$ cat config.mk
export PLATFORM = sky130hd
export DESIGN_NAME = truth_table_sweeper
export DESIGN_NICKNAME = d
export VERILOG_FILES = /design/src/rtl/sweep_pkg.sv /design/src/rtl/sweep_settle_timer.sv /design/src/rtl/truth_table_sweeper.sv
export SDC_FILE = /design/constraint.sdc
export NUM_CORES = 1
export LEC_CHECK = 0
export CORE_MARGIN = 5
export CORE_UTILIZATION = 55
export CTS_CLUSTER_DIAMETER = 50
export DETAILED_ROUTE_END_ITERATION = 10
export GPL_TIMING_DRIVEN = 1
export HOLD_SLACK_MARGIN = 0.02
export PLACE_DENSITY_LB_ADDON = 0.2
export SYNTH_ARGS = -nofsm -noshare
export SYNTH_HDL_FRONTEND = slang
export SYNTH_SLANG_ARGS = --single-unit
$ cat constraint.sdc
create_clock -name clk -period 2.8 [get_ports clk]
set_input_delay 0.42 -clock clk [delete_from_list [all_inputs] [get_ports clk]]
set_output_delay 0.42 -clock clk [all_outputs]
set_load 0.03 [all_outputs]
$ cat src/rtl/sweep_pkg.sv
// Shared types and defaults for the truth-table sweeper.
package sweep_pkg;

  typedef enum logic [2:0] {
    S_IDLE  = 3'd0,
    S_HOLD  = 3'd1,
    S_SAMP0 = 3'd2,
    S_SAMP1 = 3'd3,
    S_DONE  = 3'd4
  } sweep_state_t;

  localparam int unsigned DEFAULT_N_IN   = 4;
  localparam int unsigned DEFAULT_SETTLE = 2;

  function automatic int unsigned tt_width(input int unsigned n);
    return 32'd1 << n;
  endfunction

endpackage

$ cat src/rtl/sweep_settle_timer.sv
// 8-bit loadable down-counter that paces the settle interval of each vector.
module sweep_settle_timer (
  input  logic       clk,
  input  logic       rst,
  input  logic       i_load,
  input  logic [7:0] i_load_val,
  input  logic       i_dec,
  output logic [7:0] o_value,
  output logic       o_zero_c
);

  logic [7:0] r_value;

  always_ff @(posedge clk) begin
    if (rst) begin
      r_value <= 8'd0;
    end else if (i_load) begin
      r_value <= i_load_val;
    end else if (i_dec && (r_value != 8'd0)) begin
      r_value <= r_value - 8'd1;
    end
  end

  assign o_value  = r_value;
  assign o_zero_c = (r_value == 8'd0);

endmodule

$ cat src/rtl/truth_table_sweeper.sv
// Walks every input vector of a gate netlist, double-samples its output and
// packs the results into a truth-table word (the function ID).
module truth_table_sweeper
  import sweep_pkg::*;
#(
  parameter int unsigned N_IN   = DEFAULT_N_IN,
  parameter int unsigned SETTLE = DEFAULT_SETTLE
) (
  input  logic                      clk,
  input  logic                      rst,
  input  logic                      start,
  output logic                      busy,
  output logic [N_IN-1:0]           dut_in,
  input  logic                      dut_out,
  output logic [tt_width(N_IN)-1:0] tt,
  output logic                      tt_valid,
  input  logic                      tt_ready,
  output logic                      unstable,
  output logic [N_IN-1:0]           unstable_idx
);

  localparam int unsigned TT_W     = tt_width(N_IN);
  localparam logic        HAS_HOLD = (SETTLE != 0);
  // The timer holds SETTLE-1 on entry so HOLD lasts exactly SETTLE cycles.
  localparam logic [7:0]  LOAD_VAL = HAS_HOLD ? 8'(SETTLE - 1) : 8'd0;
  localparam logic [N_IN-1:0] LAST_IDX = N_IN'(TT_W - 1);

  sweep_state_t       r_state, w_state_nxt;
  logic [N_IN-1:0]    r_idx, w_idx_nxt;
  logic [TT_W-1:0]    r_tt, w_tt_nxt;
  logic               r_tt_valid, w_tt_valid_nxt;
  logic               r_busy, w_busy_nxt;
  logic               r_unstable, w_unstable_nxt;
  logic [N_IN-1:0]    r_unstable_idx, w_unstable_idx_nxt;
  logic               r_s0, w_s0_nxt;
  logic               w_load;
  logic               w_dec;
  logic [7:0]         w_cnt_value;
  logic               w_cnt_zero;

  sweep_settle_timer u_timer (
    .clk        (clk),
    .rst        (rst),
    .i_load     (w_load),
    .i_load_val (LOAD_VAL),
    .i_dec      (w_dec),
    .o_value    (w_cnt_value),
    .o_zero_c   (w_cnt_zero)
  );

  assign w_dec = (r_state == S_HOLD) && (w_cnt_value != 8'd0);

  always_ff @(posedge clk) begin
    if (rst) begin
      r_state        <= S_IDLE;
      r_idx          <= '0;
      r_tt           <= '0;
      r_tt_valid     <= 1'b0;
      r_busy         <= 1'b0;
      r_unstable     <= 1'b0;
      r_unstable_idx <= '0;
      r_s0           <= 1'b0;
    end else begin
      r_state        <= w_state_nxt;
      r_idx          <= w_idx_nxt;
      r_tt           <= w_tt_nxt;
      r_tt_valid     <= w_tt_valid_nxt;
      r_busy         <= w_busy_nxt;
      r_unstable     <= w_unstable_nxt;
      r_unstable_idx <= w_unstable_idx_nxt;
      r_s0           <= w_s0_nxt;
    end
  end

  always_comb begin
    w_state_nxt        = r_state;
    w_idx_nxt          = r_idx;
    w_tt_nxt           = r_tt;
    w_tt_valid_nxt     = r_tt_valid;
    w_busy_nxt         = r_busy;
    w_unstable_nxt     = r_unstable;
    w_unstable_idx_nxt = r_unstable_idx;
    w_s0_nxt           = r_s0;
    w_load             = 1'b0;
    case (r_state)
      S_IDLE: begin
        if (start) begin
          w_busy_nxt         = 1'b1;
          w_idx_nxt          = '0;
          w_tt_nxt           = '0;
          w_unstable_nxt     = 1'b0;
          w_unstable_idx_nxt = '0;
          w_load             = HAS_HOLD;
          w_state_nxt        = HAS_HOLD ? S_HOLD : S_SAMP0;
        end
      end
      S_HOLD: begin
        if (w_cnt_zero) w_state_nxt = S_SAMP0;
      end
      S_SAMP0: begin
        w_s0_nxt    = dut_out;
        w_state_nxt = S_SAMP1;
      end
      S_SAMP1: begin
        w_tt_nxt[r_idx] = dut_out;
        if ((dut_out != r_s0) && !r_unstable) begin
          w_unstable_nxt     = 1'b1;
          w_unstable_idx_nxt = r_idx;
        end
        // End of sweep is found by compare so idx never needs an extra bit.
        if (r_idx == LAST_IDX) begin
          w_tt_valid_nxt = 1'b1;
          w_state_nxt    = S_DONE;
        end else begin
          w_idx_nxt   = r_idx + N_IN'(1);
          w_load      = HAS_HOLD;
          w_state_nxt = HAS_HOLD ? S_HOLD : S_SAMP0;
        end
      end
      S_DONE: begin
        if (tt_ready) begin
          w_tt_valid_nxt = 1'b0;
          w_busy_nxt     = 1'b0;
          w_idx_nxt      = '0;
          w_state_nxt    = S_IDLE;
        end
      end
      default: w_state_nxt = S_IDLE;
    endcase
  end

  assign busy         = r_busy;
  assign dut_in       = r_idx;
  assign tt           = r_tt;
  assign tt_valid     = r_tt_valid;
  assign unstable     = r_unstable;
  assign unstable_idx = r_unstable_idx;

endmodule

-- After elaboration in Yosys (flattened, before gate mapping)
Index checks and enable logic that the tools add are counted.
- bits in registers: 39
- output and inout bits: 27
- equality and inequality tests: 12
- add/subtract/negate cells: 2
- magnitude comparators: 2
- reductions and logical operators: 20
- multiplexer cells: 29
- operators with widths (operator ; number):
    $pmux 16 s2 ; 1
    $bwmux 16 ; 1
    $mux 16 ; 1
    $mux 4 ; 4
    $pmux 3 s5 ; 1
    $mux 3 ; 4
    $pmux 4 s3 ; 1
    $reduce_and 3->1 ; 4
    $mux 1 ; 10
    $ne 2x2->1 const B ; 5
    $logic_not 8->1 ; 1
    $pmux 1 s2 ; 4
    $pmux 4 s2 ; 1
    $reduce_bool 2->1 ; 4
    $reduce_bool 8->1 ; 1
    $sub 8x1->8 const B ; 1
    $eq 3x2->1 const B ; 2
    $lt 4x5->1 const B ; 1
    $add 4x1->4 const B ; 1
    $demux 1 s4 ; 1
    $eq 4x4->1 const B ; 1
    $ge 4x1->1 const B ; 1
    $logic_and 1x1->1 ; 4
    $reduce_and 4->1 ; 1
    9 further kinds ; 9

-- Longest topological paths before layout
Gate-level depths: netlist of the first run.
- depth in word-level cells: 6
- mapped depth: 7
- mapped depth without buffers: 6

-- By module
A second synthesis of the first run with hierarchy kept.
- cells, all modules: 234
- area total of the unflattened synthesis: 2070.7 um^2
- modules (own cells, without submodules) (module ; cells an instance ; area each (um^2) ; times used):
    truth_table_sweeper ; 175 ; 1555.2 ; 1
    sweep_settle_timer ; 59 ; 515.5 ; 1

-- Worst setup path before layout of the first run
OpenSTA, ideal clock, no wires.
- path type: register to register
- start: reg r_idx[1] (netlist: dut_in[1])
- end: reg u_timer.r_value[1] (netlist: u_timer.o_value[1])
- data required time: 2714 ps
- cell stages (with the launch flop): 7
- period minus slack after synthesis: 1775 ps
- slack: 1025 ps
- buffers on the path: 1
- arrival: 1689 ps
- path through: dfxtp_1 -> ha_1 -> clkbuf_1 -> nand3_1 -> nand2_1 -> nand3b_1 -> a211oi_1
- longest elaborated chain between the ends: 4
- RTL lines (element ; RTL line ; source):
    start: declaration ; truth_table_sweeper.sv:29 ; logic [N_IN-1:0] r_idx, w_idx_nxt;
    start signal: assignment ; truth_table_sweeper.sv:65 ; r_idx <= w_idx_nxt;
    $eq 4x4->1 ; truth_table_sweeper.sv:111 ; if (r_idx == LAST_IDX) begin
    $mux 1 ; truth_table_sweeper.sv:111 ;
    $pmux 1 s2 ; truth_table_sweeper.sv:85 ; case (r_state)
    $reduce_or 2->1 (no line) ; -- ;
    end signal: assignment ; sweep_settle_timer.sv:18 ; r_value <= i_load_val;
    end signal: assignment ; sweep_settle_timer.sv:20 ; r_value <= r_value - 8'd1;
    end: declaration ; sweep_settle_timer.sv:12 ; logic [7:0] r_value;
No other way between the ends.
A chain may end at the register's enable or synchronous reset.

-- Final worst setup path of the first run
- start: reg r_idx[2] (netlist: dut_in[2])
- end: out dut_in[2]
- RTL lines (element ; RTL line ; source):
    end: declaration ; truth_table_sweeper.sv:13 ; output logic [N_IN-1:0] dut_in,
No word-level cell between the ends.

==> flow_summary.yaml, run 1 <==
run_status:
  outcome: "finished, final reports clean"
place:
  place_hpwl_mm: 2.839
  placed_cells: 296
  dp_slack_ps: 705.4
  portBuffers: 31
  place_area_um2: 2185
  place.gp.congestion: 0.8265
clock_tree:
  cts.repair.resized: 0
  insertion_delay_ps: 340
  cts_max_path_buffers: 2
  path_clk_slew_ps: 110
  ctsHoldBuffers: 0
  cts_tree: "yes"
  cts-root-buf: "clkbuf_4"
  numCtsBuffers: 5
  postCtsSetupBuffers: 0
  cts_sinks: 39
  h-tree-depth: 2
worst_setup_path:
  crit_type: "reg -> out"
  cp_max_fo: 9
  critical_path.endpoint_type: "primary output"
  cp_num_cells: 1
  cp_cell_sequence: "clkdlybuf4s50_1"
  crit_path_start_kind: "register"
  path_buf_inv: 1
  slowest_stage: "clkdlybuf4s50_1"
  cp.arrival_ps: 1580
  worst-endpoint-required_ps: 2380
  timing.rr.start: "dut_in[1]"
  cp_top_family: "buffers and inverters"
  r2r-end: "u_timer.o_value[1]"
  reg2reg_slack_ps: 950
  r2r_cells: 5
  crit_path_max_incr_delay_ps: 730
synth:
  synth_top_area_share_pct: 41.77
  synth_area_leaders: "dfxtp_1, a21oi_1, nand2_1, o21ai_0, ha_1"
  netlist_area_um2: 1869
  syn_inst: 234
  synth_nets: 245
  ys_seq_area_share_pct: 41.77
  synth_top_area_cell: "dfxtp_1"
  ys_seq_elements: 39
  synth.distinct_cells: 35
  syn_avg_cell_area_um2: 7.988
  yosys_warnings: 0
timing:
  min_period_ps: 2004
  final-setup-viol-count: 0
  whs_ps: 483.7
  final.setup.worst_slack_ps: 796.0
  finClkSkew_ps: 6.270
  timing.fmax_mhz: 499.0
  slew_headroom_pct: 71.94
  tightest_slew_ps: 419.1
  finalHoldViolCount: 0
  maxSlewViolCount: 0
  period_share_pct: 71.57
  rsz0062_at_grt: "false"
  fin_tns_setup_ps: 0
final_layout:
  diodes: 0
  final_cells: 304
  drive_gt1_share_pct: 5.039
  postLayoutCoreUtil_pct: 68.07
  n_fill_cell: 290
  final_common_cell: "a21oi_1"
  fin_area_um2: 2253
  syn2layout_area_growth_pct: 20.55
  nets: 268
  layout_common_cells: "a21oi_1, dfxtp_1, clkdlybuf4s50_1, nand2_1, o21ai_0"
grt:
  grt_pass1_wl_mm: 7.279
  grt_max_degree: 33
  grt_pass1_vias: 1631
  grt_usage_pct: 20.29
  antenna_found_initial: 0
  grt_overflow_total: 0
drt:
  first_iter_violations: 137
  drc: 0
  vias: 1722
  ant_nets: 0
  totalWireLength_mm: 4.208
  avgViaCountPerCell: 5.664
  wl_per_cell_um: 13.84
  drt_pass1_iterations: 4
floorplanning:
  die_w_um: 68.30
  die_area_um2: 4665
  die_y_um: 68.30
  core.rowCount: 21
  start_util_pct: 56.46
  core-area_um2: 3311
  io_pins: 32
worst_hold_path:
  holdPathStages: 2
  hold_end: "tt_valid"
  hold_start: "tt_valid"
  min_path_type: "reg -> reg"
run:
  maxCapViolCount: 0
power:
  peakVddDrop_v: 0.0003050
  power_density_nw_per_um2: 567.1
  leakagePower_nw: 0.8081
  p_total_mw: 1.278
kinds of logic after synthesis:
family	share of synthesized area, %
AND/OR/NAND/NOR	23.03
flip-flops	41.77
multiplexers	1.606
buffers and inverters	5.021
XOR/XNOR	3.748
AO/OA/AOI/OAI	20.82
adder cells (fa/ha/maj)	4.016
cells in the mapped netlist, drive strengths merged:
library cell / instances
a211oi: 1
a21o: 1
a21oi: 46
a31oi: 1
and2: 1
and3: 6
and3b: 1
buf: 8
clkbuf: 10
dfxtp: 39
ha: 6
inv: 5
mux2i: 3
nand2: 27
nand2b: 1
nand3: 6
nand3b: 7
nand4: 2
nor2: 14
nor2b: 2
nor3: 5
nor3b: 2
nor4: 1
o2111ai: 1
o211ai: 3
o21a: 2
o21ai: 18
or3: 3
or3b: 2
or4: 1
or4b: 1
xnor2: 3
xor2: 5
tightest hold or removal path: stages (launching register included):
cell and delay [ps]:
dfxtp_1 320, o21ai_0 60, a21oi_1 60
report_power, final:
group / internal (mW) / total (mW) / switching [mW] / leakage [nW]
clock network: 0.148 / 0.328 / 0.180 / 0.0386
registers: 0.587 / 0.630 / 0.0432 / 0.315
logic: 0.127 / 0.320 / 0.193 / 0.454
flip-flops by register name, summed over array words and instances (netlist names):
name	cells
tt	16
tt_valid	1
r_state	3
u_timer.o_value	8
unstable_idx	4
busy	1
unstable	1
dut_in	4
r_s0	1
cell type report:
type	count	area [um2]	share of cell area, %
tap	46	57.56	2.554
timing repair buffer	34	332.8	14.77
clock buffer	8	68.82	3.054
sequential	39	780.7	34.65
multi-input combinational	172	994.7	44.14
inverter	5	18.77	0.8329
metal layers:
metal  GRT usage [%]  up-vias  share of wire (%)  wire (um)
li1                -      861                  -          -
met1           26.66      804                 47       1977
met2           32.37       52                 47       1963
met3           4.926        5                5.3        222
met4           6.948        0                1.0         44
met5               0        -                  0          0
worst max-delay path by stage:
| stage | startpoint | to | slack, ps |
|---|---|---|---|
| global route | dut_in[2] | dut_in[2] | 730 |
| global placement | start | tt[4] | 760 |
| CTS | dut_in[2] | dut_in[2] | 780 |
| detailed placement | start | tt[5] | 710 |
| finish | dut_in[2] | dut_in[2] | 800 |
| floorplan | dut_in[1] | u_timer.o_value[1] | 1020 |
Note: power is estimated with default switching activity, not from simulation.
==> run 2: changes to the inputs <==
--- a/config.mk
+++ b/config.mk
@@ -6,7 +6,7 @@
 export NUM_CORES = 1
 export LEC_CHECK = 0
 export CORE_MARGIN = 5
-export CORE_UTILIZATION = 55
+export CORE_UTILIZATION = 52
 export CTS_CLUSTER_DIAMETER = 50
 export DETAILED_ROUTE_END_ITERATION = 10
 export GPL_TIMING_DRIVEN = 1
==> constraint.sdc (replaced) <==
create_clock -name clk -period 2 [get_ports clk]
set_input_delay 0.3 -clock clk [delete_from_list [all_inputs] [get_ports clk]]
set_output_delay 0.3 -clock clk [all_outputs]
set_load 0.03 [all_outputs]
==> run 2 against run 1 <==
Net effect:
- setup slack worse by 670 ps
- critical path type unchanged
- largest cell class unchanged
- core utilization shrank 0.89 points
- cell count up 0.99%
==> flow_summary.yaml, run 2 (synthesis gave the netlist of run 1 again) <==
worst_setup_path:
  worst-endpoint-required_ps: 1700
  cp_cell_sequence: "clkdlybuf4s50_1"
  crit_type: "reg -> out"
  slowest_stage: "clkdlybuf4s50_1"
  critical_path.endpoint_type: "primary output"
  crit_path_max_incr_delay_ps: 730
  timing.rr.start: "u_timer.o_value[2]"
  cp_top_family: "buffers and inverters"
  path_buf_inv: 1
  cp_max_fo: 8
  crit_path_start_kind: "register"
  cp.arrival_ps: 1570
  cp-startpoint: "dut_in[3]"
power:
  p_switching_mw: 0.5920
  pwr-share-clk_pct: 29.5
  leakagePower_nw: 0.8331
  p_total_mw: 1.893
  peakVddDrop_v: 0.0004451
  switching_share_pct: 31.27
  internal_power_mw: 1.301
  p_seq_share_pct: 46.6
  power_density_nw_per_um2: 824.9
  share_comb_of_total_power_pct: 23.9
timing:
  whs_ps: 478.4
  maxSlewViolCount: 0
  tightest_slew_ps: 422.6
  finClkSkew_ps: 8.068
  rsz0062_at_grt: "false"
  slew_headroom_pct: 71.82
  period_share_pct: 93.60
  finalHoldViolCount: 0
  min_period_ps: 1872
  fin_tns_setup_ps: 0
  timing.fmax_mhz: 534.2
  final-setup-viol-count: 0
grt:
  grt_pass1_vias: 1556
  grt_usage_pct: 17.87
  grt_max_degree: 33
  grt_overflow_total: 0
  antenna_found_initial: 0
  grt_pass1_wl_mm: 7.113
drt:
  avgViaCountPerCell: 5.577
  totalWireLength_mm: 4.126
  wl_met2_mm: 1.859
  drt_pass1_iterations: 4
  wl_per_cell_um: 13.44
  vias: 1712
  first_iter_violations: 129
  highest_layer: "met4"
  wl_met3_um: 189
  ant_nets: 0
  drt-met1-wl_mm: 2.002
  drc: 0
run_status:
  outcome: "finished, final reports clean"
clock_tree:
  cts_sinks: 39
  numCtsBuffers: 5
  cts_max_path_buffers: 2
  path_clk_slew_ps: 120
  h-tree-depth: 2
  cts_tree: "yes"
  insertion_delay_ps: 360
  cts-root-buf: "clkbuf_4"
floorplanning:
  die_area_um2: 4894
  die_y_um: 69.96
  start_util_pct: 54.73
  io_pins: 32
  die_w_um: 69.96
  core-area_um2: 3416
  core.rowCount: 21
final_layout:
  seqCellArea_um2: 782.0
  nets: 271
  n_fill_cell: 326
  postLayoutCoreUtil_pct: 67.18
  diodes: 0
  final_common_cell: "a21oi_1"
  largest_register_ffs: 16
  layout_common_cells: "a21oi_1, dfxtp_1, clkdlybuf4s50_1, nand2_1, o21ai_0"
  drive_gt1_share_pct: 6.897
  syn2layout_area_growth_pct: 22.76
  multi_input_area_um2: 994.7
place:
  portBuffers: 31
  place.gp.congestion: 0.7824
  place_hpwl_mm: 2.864
worst_hold_path:
  hold_start: "busy"
  min_path_type: "reg -> reg"
run:
  maxCapViolCount: 0
## run 2: area by class of cell
| cell class | count | share of cell area [%] |
|---|---|---|
| multi-input cells | 172 | 43.35 |
| flip-flops and latches | 39 | 34.08 |
| repair buffers | 37 | 15.49 |
| well taps | 46 | 2.508 |
| clock buffers | 6 | 2.236 |
| clock inverters | 2 | 1.527 |
| inverters | 5 | 0.8179 |
## run 2: path summary, 6_finish.rpt
path | endpoint | slack, ps | depth (start not counted)
min | busy | 480 | 2
max reg2reg | u_timer.o_value[6] | 260 | 3
max | dut_in[3] | 130 | 1
min reg2reg | busy | 480 | 2
## run 2: timing repair
action	in CTS	in global routing
hold buffers	0	0
buffers inserted	0	0
setup endpoints to repair	0	1
resized for setup	0	1
## run 2: layer usage
metal | GRT usage (%) | vias up
li1 | - | 866
met1 | 24.31 | 801
met2 | 26.65 | 38
met3 | 4.161 | 7
met4 | 8.298 | 0
met5 | 0 | -
## run 2: power groups by stage
stage,clock network (mW),registers [mW],logic (mW)
after CTS,0.565,0.883,0.450
after floorplan,0,0.882,0.364
final,0.558,0.883,0.452
after detailed placement,0,0.901,0.448
after global routing,0.607,0.892,0.513
after global placement,0,0.897,0.445
## run 2: metrics by stage
stage	cells	worst slack (ps)	instance area, um2
6_report	307	127.9	2295
5_1_grt	307	50.23	2295
4_1_cts	307	74.07	2293
3_5_place_dp	299	53.07	2207
3_3_place_gp	299	83.54	2207
2_1_floorplan	234	224.8	1869
